## config.mk

```make
export PLATFORM = sky130hd
export DESIGN_NAME = mem_stage
export DESIGN_NICKNAME = d
export VERILOG_FILES = /design/src/rtl/mem_stage.sv
export SDC_FILE = /design/constraint.sdc
export NUM_CORES = 1
export LEC_CHECK = 0
export CAP_MARGIN = 20
export CORE_ASPECT_RATIO = 1.75
export CORE_UTILIZATION = 44
export DETAILED_ROUTE_END_ITERATION = 10
export PLACE_DENSITY = 0.9
export SYNTH_ARGS = -nofsm -noshare
export SYNTH_HDL_FRONTEND = slang
export SYNTH_SLANG_ARGS = --single-unit
```

## constraint.sdc

```tcl
create_clock -name I_CLOCK -period 2.4 [get_ports I_CLOCK]
set_input_delay 0.48 -clock I_CLOCK [delete_from_list [all_inputs] [get_ports I_CLOCK]]
set_output_delay 0.48 -clock I_CLOCK [all_outputs]
set_load 0.03 [all_outputs]
```

## src/rtl/mem_stage.sv

```systemverilog
// mem_stage: LDW/STW via req/ack data port, branch redirect, writeback forwarding.
// Optional MEM_TIMEOUT_EN: abort an unacknowledged access after TIMEOUT edges.
package mem_pkg;
  localparam int REG_WIDTH    = 16;
  localparam int OPCODE_WIDTH = 8;
  localparam int PC_WIDTH     = 16;

  localparam logic [OPCODE_WIDTH-1:0] OP_NOP   = 8'h00;
  localparam logic [OPCODE_WIDTH-1:0] OP_ADD   = 8'h01;
  localparam logic [OPCODE_WIDTH-1:0] OP_ADDI  = 8'h02;
  localparam logic [OPCODE_WIDTH-1:0] OP_AND   = 8'h03;
  localparam logic [OPCODE_WIDTH-1:0] OP_ANDI  = 8'h04;
  localparam logic [OPCODE_WIDTH-1:0] OP_MOV   = 8'h05;
  localparam logic [OPCODE_WIDTH-1:0] OP_MOVI  = 8'h06;
  localparam logic [OPCODE_WIDTH-1:0] OP_LDW   = 8'h10;
  localparam logic [OPCODE_WIDTH-1:0] OP_STW   = 8'h11;
  localparam logic [OPCODE_WIDTH-1:0] OP_BR    = 8'h20;
  localparam logic [OPCODE_WIDTH-1:0] OP_BRN   = 8'h21;
  localparam logic [OPCODE_WIDTH-1:0] OP_BRZ   = 8'h22;
  localparam logic [OPCODE_WIDTH-1:0] OP_BRP   = 8'h23;
  localparam logic [OPCODE_WIDTH-1:0] OP_BRNZ  = 8'h24;
  localparam logic [OPCODE_WIDTH-1:0] OP_BRNP  = 8'h25;
  localparam logic [OPCODE_WIDTH-1:0] OP_BRZP  = 8'h26;
  localparam logic [OPCODE_WIDTH-1:0] OP_BRNZP = 8'h27;
  localparam logic [OPCODE_WIDTH-1:0] OP_JMP   = 8'h28;
  localparam logic [OPCODE_WIDTH-1:0] OP_JSR   = 8'h29;
  localparam logic [OPCODE_WIDTH-1:0] OP_JSRR  = 8'h2A;
endpackage

module mem_stage
  import mem_pkg::*;
#(
  parameter int ADDR_W  = 10,
  parameter int TIMEOUT = 15
) (
  input  logic                    I_CLOCK,
  input  logic                    I_RESET,
  input  logic                    I_LOCK,
  input  logic [REG_WIDTH-1:0]    I_ALUOut,
  input  logic [OPCODE_WIDTH-1:0] I_Opcode,
  input  logic [3:0]              I_DestRegIdx,
  input  logic [REG_WIDTH-1:0]    I_DestValue,
  input  logic                    I_FetchStall,
  input  logic                    I_DepStall,
  input  logic                    I_MemAck,
  input  logic [REG_WIDTH-1:0]    I_MemRData,
  output logic                    O_MemReq,
  output logic                    O_MemWE,
  output logic [ADDR_W-1:0]       O_MemAddr,
  output logic [REG_WIDTH-1:0]    O_MemWData,
  output logic                    O_MemStall,
  output logic                    O_LOCK,
  output logic [OPCODE_WIDTH-1:0] O_Opcode,
  output logic [3:0]              O_DestRegIdx,
  output logic [REG_WIDTH-1:0]    O_DestValue,
  output logic                    O_FetchStall,
  output logic                    O_DepStall,
  output logic [PC_WIDTH-1:0]     O_BranchPC,
  output logic                    O_BranchValid,
  output logic                    O_MemErr
);

  typedef enum logic {S_IDLE, S_WAIT} state_t;

  state_t state, state_n;
  logic [OPCODE_WIDTH-1:0] op_q;
  logic [3:0] idx_q;
  logic accept, is_mem, is_alu, is_jsr, is_br;
  logic done, tmo;

  assign accept = (state == S_IDLE) && I_LOCK
               && !I_FetchStall && !I_DepStall;
  assign is_mem = I_Opcode inside {OP_LDW, OP_STW};
  assign is_alu = I_Opcode inside {OP_ADD, OP_ADDI, OP_AND,
                                   OP_ANDI, OP_MOV, OP_MOVI};
  assign is_jsr = I_Opcode inside {OP_JSR, OP_JSRR};
  assign is_br  = I_Opcode inside {OP_BR, OP_BRN, OP_BRZ,
                                   OP_BRP, OP_BRNZ, OP_BRNP,
                                   OP_BRZP, OP_BRNZP, OP_JMP};
  assign done   = (state == S_WAIT) && I_MemAck;

`ifdef MEM_TIMEOUT_EN
  localparam int CW = $clog2(TIMEOUT + 1);
  logic [CW-1:0] cnt;

  // ack on the expiry edge takes priority over the abort
  assign tmo = (state == S_WAIT) && !I_MemAck
            && (cnt == CW'(TIMEOUT - 1));

  always_ff @(negedge I_CLOCK) begin
    if (I_RESET) begin
      cnt      <= '0;
      O_MemErr <= 1'b0;
    end else begin
      O_MemErr <= tmo;
      if (state == S_WAIT && !done && !tmo)
        cnt <= cnt + 1'b1;
      else
        cnt <= '0;
    end
  end
`else
  assign tmo      = 1'b0;
  assign O_MemErr = 1'b0;
`endif

  always_comb begin
    state_n = state;
    if (accept && is_mem)
      state_n = S_WAIT;
    if (done || tmo)
      state_n = S_IDLE;
  end

  always_ff @(negedge I_CLOCK) begin
    if (I_RESET) state <= S_IDLE;
    else         state <= state_n;
  end

  always_ff @(negedge I_CLOCK) begin
    if (I_RESET) begin
      O_MemReq      <= 1'b0;
      O_MemWE       <= 1'b0;
      O_MemAddr     <= '0;
      O_MemWData    <= '0;
      O_MemStall    <= 1'b0;
      O_LOCK        <= 1'b0;
      O_Opcode      <= OP_NOP;
      O_DestRegIdx  <= '0;
      O_DestValue   <= '0;
      O_FetchStall  <= 1'b0;
      O_DepStall    <= 1'b0;
      O_BranchPC    <= '0;
      O_BranchValid <= 1'b0;
      op_q          <= OP_NOP;
      idx_q         <= '0;
    end else begin
      O_LOCK        <= I_LOCK;
      O_FetchStall  <= I_FetchStall;
      O_DepStall    <= I_DepStall;
      O_Opcode      <= OP_NOP;
      O_BranchValid <= 1'b0;
      if (accept) begin
        unique case (1'b1)
          is_mem: begin
            O_MemReq   <= 1'b1;
            O_MemStall <= 1'b1;
            O_MemWE    <= (I_Opcode == OP_STW);
            O_MemAddr  <= I_ALUOut[ADDR_W-1:0];
            O_MemWData <= I_DestValue;
            op_q       <= I_Opcode;
            idx_q      <= I_DestRegIdx;
          end
          is_alu, is_jsr: begin
            O_Opcode     <= I_Opcode;
            O_DestRegIdx <= I_DestRegIdx;
            O_DestValue  <= I_ALUOut;
            if (is_jsr) begin
              O_BranchPC    <= I_DestValue[PC_WIDTH-1:0];
              O_BranchValid <= 1'b1;
            end
          end
          is_br: begin
            O_Opcode      <= I_Opcode;
            O_BranchPC    <= I_DestValue[PC_WIDTH-1:0];
            O_BranchValid <= 1'b1;
          end
          default: ;
        endcase
      end
      if (done || tmo) begin
        O_MemReq     <= 1'b0;
        O_MemWE      <= 1'b0;
        O_MemStall   <= 1'b0;
        O_Opcode     <= op_q;
        O_DestRegIdx <= idx_q;
        if (op_q == OP_LDW)
          O_DestValue <= done ? I_MemRData : '0;
        else
          O_DestValue <= O_MemWData;
      end
    end
  end

endmodule

```

==> impl_results.html, run 1 <==
<table>
<tr><th>Metric</th><th>Value</th></tr>
<tr><th colspan="2">Synthesis</th></tr>
<tr><td>Number of distinct library cells after synthesis</td><td>37</td></tr>
<tr><td>Total of warnings raised by yosys</td><td>0</td></tr>
<tr><td>Synth Area per Inst</td><td>8.84 um^2</td></tr>
<tr><td>Largest cells by area after synthesis</td><td>sky130_fd_sc_hd__dfxtp_1, sky130_fd_sc_hd__mux2i_1, sky130_fd_sc_hd__nand2_1</td></tr>
<tr><td>Synthesized netlist net count</td><td>482</td></tr>
<tr><td>Top-area cell type share of the netlist area</td><td>0.479</td></tr>
<tr><td>Post-synth top cells</td><td>sky130_fd_sc_hd__dfxtp_1, sky130_fd_sc_hd__nand2_1, sky130_fd_sc_hd__nor2_1</td></tr>
<tr><td>Most instantiated library cell after synthesis</td><td>sky130_fd_sc_hd__dfxtp_1</td></tr>
<tr><td>Register area share after synthesis</td><td>0.479</td></tr>
<tr><td>Post-synthesis instance total</td><td>416</td></tr>
<tr><td>EDFF count, synth</td><td>0</td></tr>
<tr><td>Mapped Area</td><td>3680 um^2</td></tr>
<tr><td>Top FF cell, synth</td><td>sky130_fd_sc_hd__dfxtp_1</td></tr>
<tr><td>Post-synthesis sequential element count</td><td>88</td></tr>
<tr><td>FFs w/ async S/R, synth</td><td>0</td></tr>
<tr><td>Synth area leader</td><td>sky130_fd_sc_hd__dfxtp_1</td></tr>
<tr><th colspan="2">Clock network</th></tr>
<tr><td>Total number of H-tree levels</td><td>3</td></tr>
<tr><td>Library cell used as clock root buffer</td><td>sky130_fd_sc_hd__clkbuf_16</td></tr>
<tr><td>Number of hold buffers added after CTS</td><td>0</td></tr>
<tr><td>Clock tree buffer depth</td><td>2</td></tr>
<tr><td>Clock buffers created by TritonCTS</td><td>9</td></tr>
<tr><td>Number of clock sinks seen by CTS</td><td>88</td></tr>
<tr><th colspan="2">Die</th></tr>
<tr><td>Number of top-level design ports</td><td>144</td></tr>
<tr><td>Initial Util</td><td>0.459</td></tr>
<tr><td>Die Y</td><td>123 um</td></tr>
<tr><td>Row cnt</td><td>43</td></tr>
<tr><td>Die width</td><td>71.1 um</td></tr>
<tr><th colspan="2">Outcome</th></tr>
<tr><td>Tool error</td><td>[ERROR DPL-0038] Utilization greater than 100%, impossible to legalize</td></tr>
<tr><td>Run status</td><td>did not finish</td></tr>
<tr><td>Stage reached</td><td>global routing</td></tr>
<tr><th colspan="2">Timing</th></tr>
<tr><td>Worst endpoint type</td><td>register input</td></tr>
<tr><td>Worst-path endpoint after global-route repair_timing</td><td>O_DestValue[11]$_SDFFE_NP0P_/D</td></tr>
<tr><th colspan="2">Placement</th></tr>
<tr><td>HPWL after detailed placement</td><td>7930 um</td></tr>
<tr><td>Number of buffers inserted by port buffering</td><td>142</td></tr>
<tr><td>Final weighted congestion in routability-driven placement</td><td>0.924</td></tr>
<tr><td>DP Area</td><td>5370 um^2</td></tr>
<tr><th colspan="2">GRT</th></tr>
<tr><td>Maximum number of pins on one net before global-route repair</td><td>38</td></tr>
</table>
[kinds of logic after synthesis]
group                  after synthesis  share of synthesized area
AND/OR/NAND/NOR                    176                      0.229
other                                1                    0.00102
AO/OA/AOI/OAI                       79                      0.141
buffers and inverters               35                     0.0449
multiplexers                        36                      0.103
flip-flops                          88                      0.479
XOR/XNOR                             1                    0.00238
[through the flow]
step | std cells | hold slack, ns | setup WS (ns)
after CTS | 814 | 0.466 | -0.596
after detailed placement | 654 | 0.447 | -1.36
after global placement | 654 | 0.440 | -1.27
after floorplan | 416 | 0.437 | -0.791
[timing repair]
action | in CTS
setup buffers | 51
pin swaps | 60
setup endpoints to repair | 162
resized for setup | 320
cloned | 8
==> run 2: changes to the inputs <==
Settings changed: CORE_ASPECT_RATIO 1.75 to not set, CORE_UTILIZATION 44 to 30, PLACE_DENSITY 0.9 to not set, PLACE_DENSITY_LB_ADDON set to 0.15.
==> run 2 against run 1 <==
- the flow now finishes, with violations (setup timing)
- area after synthesis unchanged
- synthesized cell count unchanged
==> impl_results.html, run 2 <==
<table>
<tr><th>Metric</th><th>Value</th></tr>
<tr><th colspan="2">Outcome</th></tr>
<tr><td>Run status</td><td>finished, violations left</td></tr>
<tr><td>Failing checks</td><td>setup timing</td></tr>
<tr><th colspan="2">Final layout</th></tr>
<tr><td>Number of inserted diodes</td><td>0</td></tr>
<tr><td>Synthesis-to-finish area growth</td><td>96.1%</td></tr>
<tr><td>Largest regs</td><td>O_BranchPC: 16 flops, O_DestValue: 16 flops, O_MemWData: 16 flops</td></tr>
<tr><td>Most common cell after layout, fill and taps aside</td><td>sky130_fd_sc_hd__inv_1</td></tr>
<tr><td>Number of nets at the end of the flow</td><td>775</td></tr>
<tr><td>Design Area, Final</td><td>7210 um^2</td></tr>
<tr><td>Highest-count cells in the layout ignoring fill and taps</td><td>sky130_fd_sc_hd__inv_1, sky130_fd_sc_hd__buf_6, sky130_fd_sc_hd__dfxtp_2, sky130_fd_sc_hd__buf_4, sky130_fd_sc_hd__clkdlybuf4s50_1</td></tr>
<tr><td>Non-filler instance count after layout</td><td>861</td></tr>
<tr><td>Fill count</td><td>1048</td></tr>
<tr><td>Share of final-layout standard cells stronger than drive strength 1</td><td>0.479</td></tr>
<tr><th colspan="2">Detailed routing</th></tr>
<tr><td>Initial drt markers</td><td>157</td></tr>
<tr><td>ANT nets after route</td><td>0</td></tr>
<tr><td>Via density per instance</td><td>4.77</td></tr>
<tr><td>Total length of routed wires</td><td>13700 um</td></tr>
<tr><td>Remaining DRCs</td><td>0</td></tr>
<tr><td>Via Count</td><td>4104</td></tr>
<tr><td>Number of iterations in the first detailed-routing pass</td><td>4</td></tr>
<tr><td>WL per Instance</td><td>15.9 um</td></tr>
<tr><th colspan="2">Synthesis</th></tr>
<tr><td>Synthesized netlist net count</td><td>482 (unchanged)</td></tr>
<tr><td>Fraction of the mapped netlist area in simple logic gates</td><td>0.229 (unchanged)</td></tr>
<tr><td>Top-area cell type share of the netlist area</td><td>0.479 (unchanged)</td></tr>
<tr><td>Post-synth top cells</td><td>sky130_fd_sc_hd__dfxtp_1, sky130_fd_sc_hd__nand2_1, sky130_fd_sc_hd__nor2_1</td></tr>
<tr><td>Post-synthesis share of cell area spent on xor and xnor gates</td><td>0.00238 (unchanged)</td></tr>
<tr><td>Dominant combinational cell family by area after synthesis</td><td>simple AND/OR/NAND/NOR gates</td></tr>
<tr><td>FFs w/ async S/R, synth</td><td>0 (unchanged)</td></tr>
<tr><td>Synth Area per Inst</td><td>8.84 um^2 (unchanged)</td></tr>
<tr><td>Synth area leader</td><td>sky130_fd_sc_hd__dfxtp_1</td></tr>
<tr><td>Most instantiated library cell after synthesis</td><td>sky130_fd_sc_hd__dfxtp_1</td></tr>
<tr><td>Post-synthesis sequential element count</td><td>88 (unchanged)</td></tr>
<tr><td>Post-Synth Adder-Cell Area</td><td>0 (unchanged)</td></tr>
<tr><td>Register area share after synthesis</td><td>0.479 (unchanged)</td></tr>
<tr><td>Top FF cell, synth</td><td>sky130_fd_sc_hd__dfxtp_1</td></tr>
<tr><td>Total of warnings raised by yosys</td><td>0 (unchanged)</td></tr>
<tr><td>EDFF count, synth</td><td>0 (unchanged)</td></tr>
<tr><td>Share of cell area taken by muxes after synthesis</td><td>0.103 (unchanged)</td></tr>
<tr><td>Largest cells by area after synthesis</td><td>sky130_fd_sc_hd__dfxtp_1, sky130_fd_sc_hd__mux2i_1, sky130_fd_sc_hd__nand2_1</td></tr>
<tr><td>Mapped Area</td><td>3680 um^2 (unchanged)</td></tr>
<tr><td>Compound-cell area share of the yosys netlist</td><td>0.141 (unchanged)</td></tr>
<tr><td>Post-synthesis instance total</td><td>416 (unchanged)</td></tr>
<tr><td>Number of distinct library cells after synthesis</td><td>37 (unchanged)</td></tr>
<tr><th colspan="2">GRT</th></tr>
<tr><td>Global-route wire length before repair</td><td>21100 um</td></tr>
<tr><td>Total global-route track usage</td><td>0.218</td></tr>
<tr><td>Number of global-route vias before repair</td><td>4287</td></tr>
<tr><td>Maximum number of pins on one net before global-route repair</td><td>40</td></tr>
<tr><td>Antenna violations before repair</td><td>0</td></tr>
<tr><td>Leftover overflow at the end of global routing</td><td>0</td></tr>
<tr><th colspan="2">Placement</th></tr>
<tr><td>Final weighted congestion in routability-driven placement</td><td>0.864 (-6.6%)</td></tr>
<tr><td>Number of buffers inserted by port buffering</td><td>142 (unchanged)</td></tr>
<tr><td>Post-Place Cells</td><td>704 (+7.6%)</td></tr>
<tr><td>DP Area</td><td>5410 um^2 (+0.63%)</td></tr>
<tr><td>HPWL after detailed placement</td><td>7920 um (about the same)</td></tr>
<tr><th colspan="2">Power</th></tr>
<tr><td>Leakage</td><td>3.37 nW</td></tr>
<tr><td>Worst IR drop on VDD</td><td>0.339 mV</td></tr>
<tr><td>Clock power frac</td><td>0.545</td></tr>
<tr><td>Net switching fraction of the power</td><td>0.293</td></tr>
<tr><td>Seq pwr share</td><td>0.381</td></tr>
<tr><td>Switching power summed over all nets</td><td>1.14 mW</td></tr>
<tr><td>Internal cell power</td><td>2.75 mW</td></tr>
<tr><td>Logic gate share of total power</td><td>0.074</td></tr>
<tr><td>Total power divided by cell area</td><td>539 nW/um^2</td></tr>
<tr><th colspan="2">Timing</th></tr>
<tr><td>Fin worst setup slack</td><td>-0.611 ns</td></tr>
<tr><td>Worst Skew</td><td>0.0186 ns</td></tr>
<tr><td>Worst rel slew slack</td><td>0.660</td></tr>
<tr><td>Setup repair after global routing missed its margin</td><td>yes</td></tr>
<tr><td>Number of max-slew violations in the final report</td><td>0</td></tr>
<tr><td># setup viols final</td><td>159</td></tr>
<tr><td>Final hold viol count</td><td>0</td></tr>
<tr><td>Slew of the pin with the lowest slew margin</td><td>0.510 ns</td></tr>
<tr><th colspan="2">Critical path</th></tr>
<tr><td>Crit Path Max Fanout</td><td>6</td></tr>
<tr><td>Startpoint type of the worst setup path</td><td>primary input</td></tr>
<tr><td>Cell depth of the worst flop-to-flop path</td><td>9</td></tr>
<tr><td>Crit Path Category</td><td>in2reg</td></tr>
<tr><td>CP arrival</td><td>2.09 ns</td></tr>
<tr><td>Slowest stage delay, CP</td><td>0.58 ns</td></tr>
<tr><td>Crit end category</td><td>flip-flop</td></tr>
<tr><td>Crit path cell chain</td><td>buf_6, or4b_4, o41ai_4, a21oi_4, buf_12, mux2_4</td></tr>
<tr><td>Slowest stage cell, crit path</td><td>sky130_fd_sc_hd__or4b_4</td></tr>
<tr><td>Required arrival time at the worst endpoint</td><td>1.48 ns</td></tr>
<tr><th colspan="2">Die</th></tr>
<tr><td>Number of top-level design ports</td><td>144 (unchanged)</td></tr>
<tr><td>Row cnt</td><td>40 (-7.0%)</td></tr>
<tr><td>Overall die area</td><td>12700 um^2</td></tr>
<tr><td>Initial Util</td><td>0.308 (-0.151)</td></tr>
<tr><td>Die Y</td><td>113 um (-8.3%)</td></tr>
<tr><td>Die width</td><td>113 um (+59%)</td></tr>
<tr><td>Total core area</td><td>12000 um^2</td></tr>
<tr><th colspan="2">Clock network</th></tr>
<tr><td>Clock tree buffer depth</td><td>2 (unchanged)</td></tr>
<tr><td>Number of clock sinks seen by CTS</td><td>88 (unchanged)</td></tr>
<tr><td>Library cell used as clock root buffer</td><td>sky130_fd_sc_hd__clkbuf_16</td></tr>
<tr><td>TritonCTS clock tree</td><td>yes</td></tr>
<tr><td>Worst-path clk slew</td><td>0.03 ns</td></tr>
<tr><td>Total number of H-tree levels</td><td>3 (unchanged)</td></tr>
<tr><td>Clock buffers created by TritonCTS</td><td>9 (unchanged)</td></tr>
<tr><td>Clock insertion delay at the later pin of the skew report</td><td>0.41 ns</td></tr>
<tr><th colspan="2">Hold path</th></tr>
<tr><td>Min-delay worst type</td><td>reg2reg</td></tr>
<tr><td>Hold path depth</td><td>2</td></tr>
<tr><th colspan="2">Job</th></tr>
<tr><td>Max capacitance violation total</td><td>0</td></tr>
</table>
-- run 2: cell counts after synthesis --
Identical to the previous run, type by type.
-- run 2: final cells by class --
| class | instances | area (um^2) | area share |
|---|---|---|---|
| Clock inverter | 95 | 423 | 0.0586 |
| Clock buffer | 9 | 225 | 0.0312 |
| Tap cell | 147 | 184 | 0.0255 |
| Multi-Input combinational cell | 293 | 2110 | 0.293 |
| Timing Repair Buffer | 229 | 2410 | 0.334 |
| Sequential cell | 88 | 1860 | 0.258 |
-- run 2: cells by family (layout without fill, tap and decap cells) --
logic type,Yosys count,after routing
and+or+nand+nor,176,176
DFF,88,88
AOI/OAI and AO/OA,79,79
muxes,36,36
buffers and inverters,35,333
other,1,1
xor gates and xnor gates,1,1
-- run 2: repair_timing --
action                                 in CTS  in global routing
buffers inserted                           40                 19
pin swaps                                  16                 25
setup endpoints to repair                 162                159
hold buffers                                0                  0
gates cloned                                8                  0
resized for setup                         239                 64
endpoints found under the hold margin       0                  0
-- run 2: path summary, 6_finish.rpt --
kind	from	end	slack [ns]
max	I_Opcode[7]	O_DestRegIdx[0]	-0.61
min	idx_q[1]	idx_q[1]	0.46
max reg2reg	state	O_BranchPC[6]	0.15
min reg2reg	idx_q[1]	idx_q[1]	0.46
-- run 2: power groups by stage --
| stage | Clock (mW) | Sequential, mW | Combinational [mW] |
|---|---|---|---|
| 3_3_place_gp | 0.225 | 1.50 | 0.259 |
| 2_1_floorplan | 0.225 | 1.51 | 0.0740 |
| 5_1_grt | 2.36 | 1.48 | 0.306 |
| 4_1_cts | 2.19 | 1.48 | 0.277 |
| 6_report | 2.12 | 1.48 | 0.288 |
| 3_5_place_dp | 0.225 | 1.50 | 0.260 |
-- run 2: per-layer routing --
| layer | share of wire | global-route usage | wire, um |
|---|---|---|---|
| met5 | 0 | 0 | 0 |
| met4 | 0.018 | 0.121 | 244 |
| met3 | 0.059 | 0.0905 | 810 |
| met2 | 0.49 | 0.356 | 6690 |
| met1 | 0.43 | 0.240 | 5910 |
-- run 2: through the flow --
stage                     power [mW]  utilization  hold slack, ns  setup TNS, ns  setup WS, ns
after floorplan                 1.81            -           0.437         -36.96        -0.791
after detailed placement        1.99        0.452           0.447         -93.85         -1.34
after CTS                       3.95        0.593           0.451         -44.93        -0.617
after global routing            4.14        0.603           0.489         -48.04        -0.622
after global placement          1.98        0.452           0.438         -92.14         -1.29
final                           3.89        0.603           0.465         -42.63        -0.611
-- run 2: critical path, delay by kind of cell --
family	cells	cell delay, ns
buffers and inverters	2	0.25
AND/OR/NAND/NOR	1	0.58
multiplexers	1	0.29
AO/OA/AOI/OAI	2	0.49
Note: power is estimated with default switching activity, not from simulation.
==> run 3: changes to the inputs <==
Clock period 2.4 ns to 3.6 ns, I/O delays scaled along.
==> run 3 against run 2 <==
- the run still ends with setup timing left
- largest cell class unchanged
- total power decreased by 31%
- flip-flop and latch count unchanged
- clock skew decreased by 0.0054 ns
- clock power decreased by 29%
- worst setup slack improved by 0.38 ns
- highest routed layer unchanged
- cell area decreased by 8.1%
- via count decreased by 3.9%
- routed wire length decreased by 6.2%
- first-iteration DRC count increased by 0.64%
- die area unchanged
- utilization decreased by 4.9 points
==> impl_results.html, run 3 (same netlist as run 2, synthesis figures left out) <==
<table>
<tr><th>Metric</th><th>Value</th></tr>
<tr><th colspan="2">Outcome</th></tr>
<tr><td>Run status</td><td>finished, violations left</td></tr>
<tr><td>Failing checks</td><td>setup timing</td></tr>
<tr><th colspan="2">Clock network</th></tr>
<tr><td>Worst-path clk slew</td><td>0.03 ns (about the same)</td></tr>
<tr><td>Total number of H-tree levels</td><td>3 (unchanged)</td></tr>
<tr><td>Number of hold buffers added after CTS</td><td>0 (unchanged)</td></tr>
<tr><td>Number of clock sinks seen by CTS</td><td>88 (unchanged)</td></tr>
<tr><td>TritonCTS clock tree</td><td>yes</td></tr>
<tr><td>Library cell used as clock root buffer</td><td>sky130_fd_sc_hd__clkbuf_16</td></tr>
<tr><td>Clock buffers created by TritonCTS</td><td>9 (unchanged)</td></tr>
<tr><td>Clock insertion delay at the later pin of the skew report</td><td>0.40 ns (about the same)</td></tr>
<tr><td>Clock tree buffer depth</td><td>2 (unchanged)</td></tr>
<tr><th colspan="2">Timing</th></tr>
<tr><td>Worst rel slew slack</td><td>0.288 (-0.372)</td></tr>
<tr><td>Slew of the pin with the lowest slew margin</td><td>1.06 ns (+0.550 ns)</td></tr>
<tr><td>Fin worst setup slack</td><td>-0.231 ns (+0.380 ns)</td></tr>
<tr><td># setup viols final</td><td>36 (-77%)</td></tr>
<tr><td>Setup repair after global routing missed its margin</td><td>yes</td></tr>
<tr><td>Worst Skew</td><td>0.0132 ns (-0.00538 ns)</td></tr>
<tr><td>Final hold viol count</td><td>0 (unchanged)</td></tr>
<tr><td>Worst-case hold slack</td><td>0.448 ns (-0.0173 ns)</td></tr>
<tr><td>Number of max-slew violations in the final report</td><td>0 (unchanged)</td></tr>
<tr><th colspan="2">Detailed routing</th></tr>
<tr><td>WL per Instance</td><td>15.6 um (-1.9%)</td></tr>
<tr><td>Via Count</td><td>3944 (-3.9%)</td></tr>
<tr><td>Initial drt markers</td><td>158 (+0.64%)</td></tr>
<tr><td>Via density per instance</td><td>4.79 (+0.54%)</td></tr>
<tr><td>ANT nets after route</td><td>0 (unchanged)</td></tr>
<tr><td>Remaining DRCs</td><td>0 (unchanged)</td></tr>
<tr><td>Number of iterations in the first detailed-routing pass</td><td>5 (+1)</td></tr>
<tr><td>Total length of routed wires</td><td>12800 um (-6.2%)</td></tr>
<tr><th colspan="2">Placement</th></tr>
<tr><td>HPWL after detailed placement</td><td>7680 um (-3.1%)</td></tr>
<tr><td>Number of buffers inserted by port buffering</td><td>142 (unchanged)</td></tr>
<tr><td>DP Worst Slack</td><td>-0.949 ns (+0.396 ns)</td></tr>
<tr><td>Final weighted congestion in routability-driven placement</td><td>0.793 (-8.2%)</td></tr>
<tr><th colspan="2">Die</th></tr>
<tr><td>Die Y</td><td>113 um (unchanged)</td></tr>
<tr><td>Row cnt</td><td>40 (unchanged)</td></tr>
<tr><td>Overall die area</td><td>12700 um^2 (unchanged)</td></tr>
<tr><td>Die width</td><td>113 um (unchanged)</td></tr>
<tr><td>Initial Util</td><td>0.308 (unchanged)</td></tr>
<tr><td>Number of top-level design ports</td><td>144 (unchanged)</td></tr>
<tr><td>Total core area</td><td>12000 um^2 (unchanged)</td></tr>
<tr><th colspan="2">Critical path</th></tr>
<tr><td>Startpoint type of the worst setup path</td><td>primary input</td></tr>
<tr><td>Slowest stage cell, crit path</td><td>sky130_fd_sc_hd__or4b_4</td></tr>
<tr><td>Terminus of the critical flop-to-flop path</td><td>O_DestRegIdx[2]</td></tr>
<tr><td>Crit Path Max Fanout</td><td>4 (-2)</td></tr>
<tr><td>Depth of the critical timing path with buffers and inverters included</td><td>6 (unchanged)</td></tr>
<tr><td>Cell depth of the worst flop-to-flop path</td><td>6 (-3)</td></tr>
<tr><td>CP arrival</td><td>2.31 ns (+0.22 ns)</td></tr>
<tr><td>R2r startpoint</td><td>state</td></tr>
<tr><td>WP buf/inv</td><td>2 (unchanged)</td></tr>
<tr><td>Slowest stage delay, CP</td><td>0.58 ns (about the same)</td></tr>
<tr><td>Capturing instance or port of the critical path</td><td>O_DestRegIdx[2]</td></tr>
<tr><td>Slack of the worst reg-to-reg path</td><td>1.49 ns (+1.34 ns)</td></tr>
<tr><td>Cell type group with the largest total delay on the critical path</td><td>simple AND/OR/NAND/NOR gates</td></tr>
<tr><td>Crit end category</td><td>flip-flop</td></tr>
<tr><td>Crit path cell chain</td><td>buf_6, or4b_4, o41ai_4, a21oi_4, buf_12, mux2_4</td></tr>
<tr><td>Crit Path Category</td><td>in2reg</td></tr>
<tr><td>Launch point of the critical path</td><td>I_Opcode[7]</td></tr>
<tr><td>Required arrival time at the worst endpoint</td><td>2.08 ns (+0.60 ns)</td></tr>
<tr><th colspan="2">Power</th></tr>
<tr><td>Leakage</td><td>2.95 nW (-12%)</td></tr>
<tr><td>Worst IR drop on VDD</td><td>0.244 mV (-28%)</td></tr>
<tr><td>Total power divided by cell area</td><td>403 nW/um^2 (-25%)</td></tr>
<tr><th colspan="2">Final layout</th></tr>
<tr><td>Largest regs</td><td>O_BranchPC: 16 flops, O_DestValue: 16 flops, O_MemWData: 16 flops</td></tr>
<tr><td>Highest-count cells in the layout ignoring fill and taps</td><td>sky130_fd_sc_hd__inv_1, sky130_fd_sc_hd__dfxtp_1, sky130_fd_sc_hd__nand2_1, sky130_fd_sc_hd__clkdlybuf4s50_1, sky130_fd_sc_hd__clkdlybuf4s15_2</td></tr>
<tr><td>Number of inserted diodes</td><td>0 (unchanged)</td></tr>
<tr><td>Share of final-layout standard cells stronger than drive strength 1</td><td>0.283 (-0.196)</td></tr>
<tr><td>Most common cell after layout, fill and taps aside</td><td>sky130_fd_sc_hd__inv_1</td></tr>
<tr><td>Number of nets at the end of the flow</td><td>737 (-4.9%)</td></tr>
<tr><td>Synthesis-to-finish area growth</td><td>80.2%</td></tr>
<tr><th colspan="2">GRT</th></tr>
<tr><td>Total global-route track usage</td><td>0.193 (-0.0244)</td></tr>
<tr><td>Antenna violations before repair</td><td>0 (unchanged)</td></tr>
<tr><td>Number of global-route vias before repair</td><td>4057 (-5.4%)</td></tr>
<tr><td>Global-route wire length before repair</td><td>19100 um (-9.2%)</td></tr>
<tr><td>Leftover overflow at the end of global routing</td><td>0 (unchanged)</td></tr>
<tr><td>Maximum number of pins on one net before global-route repair</td><td>59 (+48%)</td></tr>
<tr><th colspan="2">Job</th></tr>
<tr><td>Max capacitance violation total</td><td>0 (unchanged)</td></tr>
<tr><th colspan="2">Hold path</th></tr>
<tr><td>Min-delay worst type</td><td>reg2reg</td></tr>
</table>
[run 3: repair_timing]
item,4_1_cts,5_1_grt
gates resized for setup,235,64
endpoints found under the setup margin,147,88
pin swaps,10,33
buffers inserted,7,4
cloned,3,5
[run 3: worst reg2reg max path, cell delays in order, from the launching register on]
cell                      delay [ns]
sky130_fd_sc_hd__dfxtp_1        0.32
sky130_fd_sc_hd__buf_4          0.17
sky130_fd_sc_hd__or4b_4         0.56
sky130_fd_sc_hd__o41ai_4        0.41
sky130_fd_sc_hd__a21oi_4        0.09
sky130_fd_sc_hd__buf_12         0.15
sky130_fd_sc_hd__mux2_4         0.29
[run 3: area by class of cell]
cell class | count | area (um^2)
Fill cell | 1111 | 5330
Timing Repair Buffer | 191 | 2030
Multi-Input combinational cell | 293 | 1960
Sequential cell | 88 | 1760
Clock inverter | 95 | 463
Clock buffer | 9 | 225
Tap cell | 147 | 184
[run 3: worst min-delay path by stage]
stage / start / to / slack (ns) / cells after the start
3_3_place_gp: idx_q[2] / idx_q[2] / 0.44 / 2
4_1_cts: O_MemAddr[6] / O_MemAddr[6] / 0.45 / 2
6_report: idx_q[0] / idx_q[0] / 0.45 / 2
2_1_floorplan: idx_q[0] / idx_q[0] / 0.43 / 2
3_5_place_dp: O_MemAddr[6] / O_MemAddr[6] / 0.44 / 2
5_1_grt: idx_q[0] / idx_q[0] / 0.48 / 2
[run 3: power by group]
part           internal (mW)  leakage [nW]  switching, mW
Clock                  0.872         0.647          0.633
Sequential             0.986         0.709        0.00130
Combinational          0.104          1.60         0.0736
[run 3: routing by layer]
| metal | up-vias | routed length [um] | track usage |
|---|---|---|---|
| met1 | 1874 | 5630 | 0.217 |
| met2 | 118 | 6160 | 0.305 |
| li1 | 1938 | - | - |
| met4 | 0 | 171 | 0.112 |
| met3 | 14 | 848 | 0.0841 |
| met5 | - | 0 | 0 |
[run 3: per-stage QoR]
stage                     area, um^2  total power, mW  std cells   util  TNS (ns)
after floorplan                 3700             1.20        416      -    -12.50
after global placement          5530             1.32        705  0.463    -68.38
after detailed placement        5530             1.32        705  0.463    -69.53
after CTS                       6470             2.72        817  0.541     -7.13
after global routing            6630             2.84        823  0.554     -7.20
final                           6630             2.67        823  0.554     -4.93
==> run 4: changes to the inputs <==
Settings changed: ABC_CLOCK_PERIOD_IN_PS set to 3100.
Clock period 3.6 ns to 3.1 ns, I/O delays scaled along.
==> run 4 against run 3 <==
- die area stayed put
- combinational power is 23% higher
- highest routed layer unchanged
- global-route usage is 0.43 points higher
- the flow still finishes with violations (setup timing)
==> impl_results.html, run 4 (same netlist as run 2, synthesis figures left out) <==
<table>
<tr><th>Metric</th><th>Value</th></tr>
<tr><th colspan="2">Outcome</th></tr>
<tr><td>Run status</td><td>finished, violations left</td></tr>
<tr><td>Failing checks</td><td>setup timing</td></tr>
<tr><th colspan="2">Final layout</th></tr>
<tr><td>Number of inserted diodes</td><td>0 (unchanged)</td></tr>
<tr><td>Most common cell after layout, fill and taps aside</td><td>sky130_fd_sc_hd__inv_1</td></tr>
<tr><td>Largest regs</td><td>O_BranchPC: 16 flops, O_DestValue: 16 flops, O_MemWData: 16 flops</td></tr>
<tr><td>Area taken by flip-flops and latches</td><td>1820 um^2 (+3.1%)</td></tr>
<tr><td>Share of final-layout standard cells stronger than drive strength 1</td><td>0.403 (+0.120)</td></tr>
<tr><td>Highest-count cells in the layout ignoring fill and taps</td><td>sky130_fd_sc_hd__inv_1, sky130_fd_sc_hd__buf_4, sky130_fd_sc_hd__dfxtp_1, sky130_fd_sc_hd__buf_6, sky130_fd_sc_hd__clkdlybuf4s50_1</td></tr>
<tr><td>Fill count</td><td>1081 (-2.7%)</td></tr>
<tr><td>Synthesis-to-finish area growth</td><td>88.2%</td></tr>
<tr><td>Number of nets at the end of the flow</td><td>744 (+0.95%)</td></tr>
<tr><td>Final design utilization</td><td>0.579 (+0.0246)</td></tr>
<tr><td>Non-filler instance count after layout</td><td>830 (+0.85%)</td></tr>
<tr><td>Multi-input gate area</td><td>2140 um^2 (+8.9%)</td></tr>
<tr><th colspan="2">Die</th></tr>
<tr><td>Die Y</td><td>113 um (unchanged)</td></tr>
<tr><td>Die width</td><td>113 um (unchanged)</td></tr>
<tr><td>Row cnt</td><td>40 (unchanged)</td></tr>
<tr><td>Total core area</td><td>12000 um^2 (unchanged)</td></tr>
<tr><td>Number of top-level design ports</td><td>144 (unchanged)</td></tr>
<tr><td>Initial Util</td><td>0.308 (unchanged)</td></tr>
<tr><td>Overall die area</td><td>12700 um^2 (unchanged)</td></tr>
<tr><th colspan="2">Critical path</th></tr>
<tr><td>Launch point of the critical path</td><td>I_Opcode[6]</td></tr>
<tr><td>Crit Path Category</td><td>in2reg</td></tr>
<tr><td>Slowest stage delay, CP</td><td>0.58 ns (about the same)</td></tr>
<tr><td>Slowest stage cell, crit path</td><td>sky130_fd_sc_hd__or4b_4</td></tr>
<tr><td>Crit end category</td><td>flip-flop</td></tr>
<tr><td>Startpoint type of the worst setup path</td><td>primary input</td></tr>
<tr><td>Slack of the worst reg-to-reg path</td><td>1.02 ns (-0.47 ns)</td></tr>
<tr><td>CP arrival</td><td>2.24 ns (-0.07 ns)</td></tr>
<tr><td>Crit Path Max Fanout</td><td>6 (+2)</td></tr>
<tr><td>Crit path cell chain</td><td>buf_6, or4b_4, o41ai_4, a21oi_4, buf_12, mux2_4</td></tr>
<tr><td>Required arrival time at the worst endpoint</td><td>1.85 ns (-0.23 ns)</td></tr>
<tr><td>R2r startpoint</td><td>state</td></tr>
<tr><td>Terminus of the critical flop-to-flop path</td><td>O_DestRegIdx[1]</td></tr>
<tr><td>Cell depth of the worst flop-to-flop path</td><td>7 (+1)</td></tr>
<tr><th colspan="2">Detailed routing</th></tr>
<tr><td>Number of iterations in the first detailed-routing pass</td><td>5 (unchanged)</td></tr>
<tr><td>WL per Instance</td><td>15.8 um (+1.5%)</td></tr>
<tr><td>Remaining DRCs</td><td>0 (unchanged)</td></tr>
<tr><td>Via Count</td><td>4015 (+1.8%)</td></tr>
<tr><td>Total length of routed wires</td><td>13100 um (+2.3%)</td></tr>
<tr><td>Via density per instance</td><td>4.84 (+0.94%)</td></tr>
<tr><td>ANT nets after route</td><td>0 (unchanged)</td></tr>
<tr><td>Initial drt markers</td><td>136 (-14%)</td></tr>
<tr><th colspan="2">Power</th></tr>
<tr><td>Logic gate share of total power</td><td>0.071 (+0.005)</td></tr>
<tr><td>Total power divided by cell area</td><td>440 nW/um^2 (+9.2%)</td></tr>
<tr><td>Worst IR drop on VDD</td><td>0.261 mV (+7.2%)</td></tr>
<tr><td>Switching power summed over all nets</td><td>0.851 mW (+20%)</td></tr>
<tr><td>Clock power frac</td><td>0.554 (-0.010)</td></tr>
<tr><td>Power, Total</td><td>3.05 mW (+14%)</td></tr>
<tr><td>Leakage</td><td>3.19 nW (+7.9%)</td></tr>
<tr><td>Seq pwr share</td><td>0.375 (+0.005)</td></tr>
<tr><td>Net switching fraction of the power</td><td>0.279 (+0.0142)</td></tr>
<tr><td>Internal cell power</td><td>2.19 mW (+12%)</td></tr>
<tr><th colspan="2">Clock network</th></tr>
<tr><td>Number of clock sinks seen by CTS</td><td>88 (unchanged)</td></tr>
<tr><td>Number of hold buffers added after CTS</td><td>0 (unchanged)</td></tr>
<tr><td>Clock buffers created by TritonCTS</td><td>9 (unchanged)</td></tr>
<tr><td>Total number of H-tree levels</td><td>3 (unchanged)</td></tr>
<tr><td>TritonCTS clock tree</td><td>yes</td></tr>
<tr><td>Worst-path clk slew</td><td>0.05 ns (+0.02 ns)</td></tr>
<tr><td>Clock insertion delay at the later pin of the skew report</td><td>0.42 ns (+0.02 ns)</td></tr>
<tr><td>Library cell used as clock root buffer</td><td>sky130_fd_sc_hd__clkbuf_16</td></tr>
<tr><td>Clock tree buffer depth</td><td>2 (unchanged)</td></tr>
<tr><th colspan="2">Placement</th></tr>
<tr><td>Final weighted congestion in routability-driven placement</td><td>0.783 (-1.3%)</td></tr>
<tr><td>HPWL after detailed placement</td><td>8120 um (+5.7%)</td></tr>
<tr><td>DP Worst Slack</td><td>-1.16 ns (-0.215 ns)</td></tr>
<tr><td>Post-Place Cells</td><td>707 (+0.28%)</td></tr>
<tr><td>Number of buffers inserted by port buffering</td><td>142 (unchanged)</td></tr>
<tr><th colspan="2">Timing</th></tr>
<tr><td>Worst Skew</td><td>0.0215 ns (+0.00837 ns)</td></tr>
<tr><td>Setup repair after global routing missed its margin</td><td>yes</td></tr>
<tr><td>Final hold viol count</td><td>0 (unchanged)</td></tr>
<tr><td>Number of max-slew violations in the final report</td><td>0 (unchanged)</td></tr>
<tr><td># setup viols final</td><td>82 (+130%)</td></tr>
<tr><td>Worst rel slew slack</td><td>0.339 (+0.0505)</td></tr>
<tr><td>Fin worst setup slack</td><td>-0.395 ns (-0.164 ns)</td></tr>
<tr><td>Slew of the pin with the lowest slew margin</td><td>0.985 ns (-0.0752 ns)</td></tr>
<tr><th colspan="2">GRT</th></tr>
<tr><td>Total global-route track usage</td><td>0.197 (+0.00434)</td></tr>
<tr><td>Maximum number of pins on one net before global-route repair</td><td>48 (-19%)</td></tr>
<tr><td>Global-route wire length before repair</td><td>19600 um (+2.5%)</td></tr>
<tr><td>Number of global-route vias before repair</td><td>4128 (+1.8%)</td></tr>
<tr><td>Antenna violations before repair</td><td>0 (unchanged)</td></tr>
<tr><td>Leftover overflow at the end of global routing</td><td>0 (unchanged)</td></tr>
<tr><th colspan="2">Hold path</th></tr>
<tr><td>Sink of the worst hold path</td><td>O_MemAddr[1]</td></tr>
<tr><td>Hold path depth</td><td>2 (unchanged)</td></tr>
<tr><td>HP Start</td><td>O_MemAddr[1]</td></tr>
<tr><td>Min-delay worst type</td><td>reg2reg</td></tr>
<tr><th colspan="2">Job</th></tr>
<tr><td>Max capacitance violation total</td><td>0 (unchanged)</td></tr>
</table>
==> run 4: cell types whose count changed in the layout (fill, tap and decap cells not counted), moves of 7 or more <==
cell and delta:
sky130_fd_sc_hd__clkdlybuf4s15_2 -45, sky130_fd_sc_hd__buf_6 +39, sky130_fd_sc_hd__dfxtp_1 -33, sky130_fd_sc_hd__buf_4 +29, sky130_fd_sc_hd__dfxtp_2 +28, sky130_fd_sc_hd__nand2_1 -18, sky130_fd_sc_hd__nand2_4 +12, sky130_fd_sc_hd__a21oi_1 -8
sky130_fd_sc_hd__a21oi_2 +8, sky130_fd_sc_hd__clkbuf_2 -7
==> run 4: worst max-delay path by stage <==
stage / end / cells past startpoint
final: O_DestRegIdx[1] / 6
after global routing: O_DestRegIdx[1] / 6
after CTS: O_BranchPC[13] / 9
after detailed placement: O_DestValue[6] / 6
after global placement: O_DestValue[3] / 6
after floorplan: O_DestRegIdx[0] / 5
==> run 4: metal layers <==
| layer | track usage | part of all wire | vias to the layer above |
|---|---|---|---|
| li1 | - | - | 1960 |
| met4 | 0.122 | 0.022 | 0 |
| met3 | 0.0728 | 0.053 | 21 |
| met1 | 0.218 | 0.42 | 1907 |
| met5 | 0 | 0 | - |
| met2 | 0.323 | 0.50 | 127 |
==> run 4: what timing repair did <==
| action | CTS | global route |
|---|---|---|
| buffers inserted | 11 | 6 |
| pin swaps | 15 | 18 |
| resized for setup | 104 | 137 |
| endpoints found under the setup margin | 103 | 114 |
| cloned | 6 | 5 |
==> run 4: final cells by class <==
class                      count  area share
clock buffer                   9      0.0325
clock inverter                95      0.0634
sequential                    88       0.262
timing repair buffer         198       0.306
tap                          147      0.0266
multi-input combinational    293       0.309
==> run 4: worst max-delay path, delay by kind of cell <==
kind	cells	cell delay [ns]
AND/OR/NAND/NOR	1	0.58
multiplexers	1	0.30
AO/OA/AOI/OAI	2	0.49
buffers and inverters	2	0.24
==> run 4: through the flow <==
step,TNS (ns),hold WS [ns],cell area (um^2)
after detailed placement,-78.26,0.443,5380
after global routing,-19.14,0.470,6920
after floorplan,-19.96,0.432,3770
final,-16.03,0.451,6920
after CTS,-16.59,0.448,6530
after global placement,-75.54,0.439,5380
==> run 4: power groups by stage <==
stage / combinational [mW] / sequential, mW / clock (mW)
2_1_floorplan: 0.0566 / 1.17 / 0.174
3_3_place_gp: 0.200 / 1.16 / 0.174
3_5_place_dp: 0.201 / 1.16 / 0.174
4_1_cts: 0.208 / 1.15 / 1.74
5_1_grt: 0.231 / 1.14 / 1.88
6_report: 0.217 / 1.14 / 1.69
